$ cat src/rtl/seq_priority_encoder.sv
// Sequential priority encoder: captures an N-bit request vector and drains it one set bit per beat.
// Optional macro SEQ_PRIORITY_ENCODER_COUNT_EN adds out_count (popcount of the captured vector).
module seq_priority_encoder #(
  parameter int  N         = 8,
  parameter bit  LSB_FIRST = 1'b0,
  localparam int CW        = $clog2(N)
) (
  input  logic          clk,
  input  logic          rst,
  input  logic          in_valid,
  output logic          in_ready,
  input  logic [N-1:0]  in_data,
  output logic          out_valid,
  input  logic          out_ready,
  output logic [CW-1:0] out_code,
  output logic          out_last,
  output logic          out_none
`ifdef SEQ_PRIORITY_ENCODER_COUNT_EN
  , output logic [CW:0] out_count
`endif
);

  typedef enum logic [0:0] {IDLE, DRAIN} state_t;

  state_t        state, state_nxt;
  logic [N-1:0]  pending, pending_nxt;
  logic [CW-1:0] sel;
  logic [N-1:0]  sel_oh;
  logic          single;

  // Later loop iterations override earlier ones, so scan order sets the priority.
  always_comb begin
    sel = '0;
    for (int i = 0; i < N; i++) begin
      if (LSB_FIRST) begin
        if (pending[N-1-i]) sel = CW'(N-1-i);
      end else begin
        if (pending[i]) sel = CW'(i);
      end
    end
  end

  assign sel_oh = N'(1) << sel;
  assign single = ((pending & (pending - 1'b1)) == '0);

  always_comb begin
    state_nxt   = state;
    pending_nxt = pending;
    case (state)
      IDLE: begin
        if (in_valid) begin
          pending_nxt = in_data;
          state_nxt   = DRAIN;
        end
      end
      DRAIN: begin
        if (out_ready) begin
          pending_nxt = pending & ~sel_oh;
          if (single) state_nxt = IDLE;
        end
      end
      default: state_nxt = IDLE;
    endcase
  end

  always_ff @(posedge clk) begin
    if (rst) begin
      state   <= IDLE;
      pending <= '0;
    end else begin
      state   <= state_nxt;
      pending <= pending_nxt;
    end
  end

  assign in_ready  = (state == IDLE) && !rst;
  assign out_valid = (state == DRAIN);
  assign out_code  = out_valid ? sel : '0;
  assign out_last  = out_valid && single;
  assign out_none  = out_valid && (pending == '0);

`ifdef SEQ_PRIORITY_ENCODER_COUNT_EN
  logic [CW:0] in_pop;

  always_comb begin
    in_pop = '0;
    for (int i = 0; i < N; i++) in_pop = in_pop + (CW+1)'(in_data[i]);
  end

  // Count reflects the vector as captured, not what is still pending.
  always_ff @(posedge clk) begin
    if (rst)                         out_count <= '0;
    else if (state == IDLE && in_valid) out_count <= in_pop;
  end
`endif

endmodule

$ cat config.mk
export PLATFORM = sky130hd
export DESIGN_NAME = seq_priority_encoder
export DESIGN_NICKNAME = d
export VERILOG_FILES = /design/src/rtl/seq_priority_encoder.sv
export SDC_FILE = /design/constraint.sdc
export NUM_CORES = 1
export LEC_CHECK = 0
export CORE_AREA = 2 2 39 41
export DETAILED_ROUTE_END_ITERATION = 10
export DIE_AREA = 0 0 41 43
export HOLD_SLACK_MARGIN = 0.08
export PLACE_DENSITY = 0.78
export REMOVE_ABC_BUFFERS = 1
export SETUP_SLACK_MARGIN = 0.2
export SYNTH_ARGS = -nofsm -noshare
export SYNTH_HDL_FRONTEND = slang
export SYNTH_SLANG_ARGS = --single-unit
$ cat constraint.sdc
create_clock -name clk -period 4.8 [get_ports clk]
set_input_delay 1.44 -clock clk [delete_from_list [all_inputs] [get_ports clk]]
set_output_delay 1.44 -clock clk [all_outputs]
set_load 0.005 [all_outputs]
==> results.ini <==
[power_and_ir_drop]
switchingPower_mw = 0.0651
p_total_mw = 0.212
switching_share = 0.307
peakVddDrop_v = 0.000159
power_frac_clock = 0.275
pwr-share-comb = 0.296
power_density_mw_per_mm2 = 266
p_leak_nw = 0.276
seq_power_share = 0.429
p_int_mw = 0.147

[placement]
place_congestion = 0.878
portBuffers = 18
post-dp-hpwl_microns = 1110

[critical_path]
cp-end-kind = primary output
path_max_fanout = 11
crit_start = rst
cp_cell_sequence = clkdlybuf4s50_1 -> nor2_1 -> clkdlybuf4s50_1
crit_slowest_cell = clkdlybuf4s50_1
slowest_delay_ns = 0.59
cpLargestDelayFamily = buffers and inverters
crit_top_cell = clkdlybuf4s50_1
worstPathRequired_ns = 3.36
worst-setup-path-type = in2out
cp-start-kind = primary input
ff2ff_setup_slack_ns = 3.16
crit_arrival_ns = 2.70
path_buf_inv = 2
r2r-start = out_valid

[sta]
drv_slew = 0
period_share = 0.862
final-setup-viol-count = 0
tns_ns = 0
period_needed_ns = 4.14
finalHoldViolCount = 0
tightest_slew_ns = 0.680
finClkSkew_ns = 0.00522
fmax_ghz = 0.242
rsz0062_at_grt = false
slew_headroom = 0.546

[clock_tree]
htreeDepth = 1
ctsHoldBuffers = 0
clkTransAtPathRegs_ns = 0.06
cts_tree = done
clockRootBuffer = clkbuf_4
cts_setup_buffers = 0
cts-resized-gates = 0
numCtsBuffers = 3
insertion_delay_ns = 0.26
cts_sinks = 9
clockBufferDepth = 2

[route]
first_iter_violations = 12
ant_nets = 0
drt-vias-per-instance = 5.65
firstDrtPassIters = 4
drc = 0
wl_microns = 1510
wire_per_inst_microns = 13.9
via_count = 616

[yosys]
synthMostInstantiatedCell = nor2_1
dominantRegCellSynth = dfxtp_1
synth_edf_count = 0
synth_top_area_cell = dfxtp_1
ys_ff_latch = 9
synthArstFlopShare = 0
netlist_top_cells_count = nor2_1 (10), dfxtp_1 (9), a21oi_1 (7), nand2_1 (7)
avgSynthCellArea_sq_um = 7.77
ys_seq_area_frac = 0.301
yosysTopAreaCellShare = 0.301
yosysWarnings = 0
synthTopCellsByArea = dfxtp_1 (30%), nor2_1 (6.3%), a21oi_1 (5.9%), nand2_1 (4.4%), a22oi_1 (3.8%)
syn_area_sq_um = 598
synthDistinctLibCells = 32
syn-instance-count = 77

[global_routing]
grt_overflow = 0
grt_pass1_wl_microns = 2470
grt_pass1_vias = 582
antenna_found_initial = 0
grt_use_total = 0.201
grt_max_degree = 13

[flow_run]
maxCapViolCount = 0

[floorplanning]
core_area_sq_mm = 0.00138
rows = 14
start_util = 0.432
die_h_microns = 43
fp.dieW_microns = 41
ios = 19
design.die.area_sq_mm = 0.00176

[outcome]
status = complete, no violations

[layout]
fillers = 127
areaGrowthSynthToFinish_pct = 33.1
antenna_cells = 0
nets = 106
drive_above_1_share = 0.0753

[hold_path]
hold_path_class = reg2reg
worstHoldStart = pending[2]

-- final cells by class --
cell class | instances | area, sq um | area share
Clock buffer | 4 | 26.3 | 0.0330
Inverter | 2 | 7.51 | 0.00943
Multi-Input combinational cell | 60 | 382 | 0.480
Sequential cell | 9 | 180 | 0.226
Tap cell | 16 | 20.0 | 0.0252
Timing Repair Buffer | 18 | 180 | 0.226
-- kinds of logic after synthesis --
kind of cell               count (synthesis)  synth area share
DFF                                        9             0.301
muxes                                      1            0.0167
and+or+nand+nor                           35             0.347
AOI/OAI and AO/OA                         22             0.241
adders and majority gates                  2            0.0335
buffers and inverters                      8            0.0607
-- cells in the final DEF (no fill, tap or decap), drive strengths merged, types with 3 or more instances in the layout --
cell and instances:
a21oi 7, nor3 4, dfxtp 9, nand2 7, nor2b 3, a22oi 3, clkdlybuf4s50 18, clkbuf 4
o21ai 4, nor2 10
-- per-layer routing --
layer | global-route usage | share of wire
met1 | 0.294 | 0.49
met2 | 0.281 | 0.47
met5 | 0 | 0
met4 | 0.0267 | 0
met3 | 0.0785 | 0.045
-- sequential cells by signal (all words and copies together), names as in the netlist --
register,flops
pending,8
out_valid,1
-- tightest hold or removal path, stage by stage (launching register included) --
cell and delay [ns]:
dfxtp_1 0.36, nand2_1 0.07, a211oi_1 0.06
-- power by group through the flow --
stage / sequential, mW / combinational (mW) / clock, mW
detailed placement: 0.0922 / 0.0623 / 0
floorplan: 0.0897 / 0.0347 / 0
global route: 0.0916 / 0.0693 / 0.0637
finish: 0.0909 / 0.0627 / 0.0584
global placement: 0.0920 / 0.0612 / 0
CTS: 0.0905 / 0.0625 / 0.0615
-- metrics by stage --
step | hold WS [ns] | instances | cell area [sq um] | worst slack, ns | util
global route | 0.569 | 109 | 796 | 0.591 | 0.575
CTS | 0.531 | 109 | 796 | 0.654 | 0.575
global placement | 0.520 | 105 | 769 | 0.665 | 0.556
finish | 0.536 | 109 | 796 | 0.662 | 0.575
detailed placement | 0.523 | 105 | 769 | 0.649 | 0.556
floorplan | 0.491 | 71 | 569 | 1.82 | -
-- path summary, 6_finish.rpt --
path	to	cells after the start
setup reg to reg	pending[5]	4
hold / removal	pending[2]	2
setup / recovery	in_ready	3
hold reg to reg	pending[2]	2
Note: power is estimated with default switching activity, not from simulation.
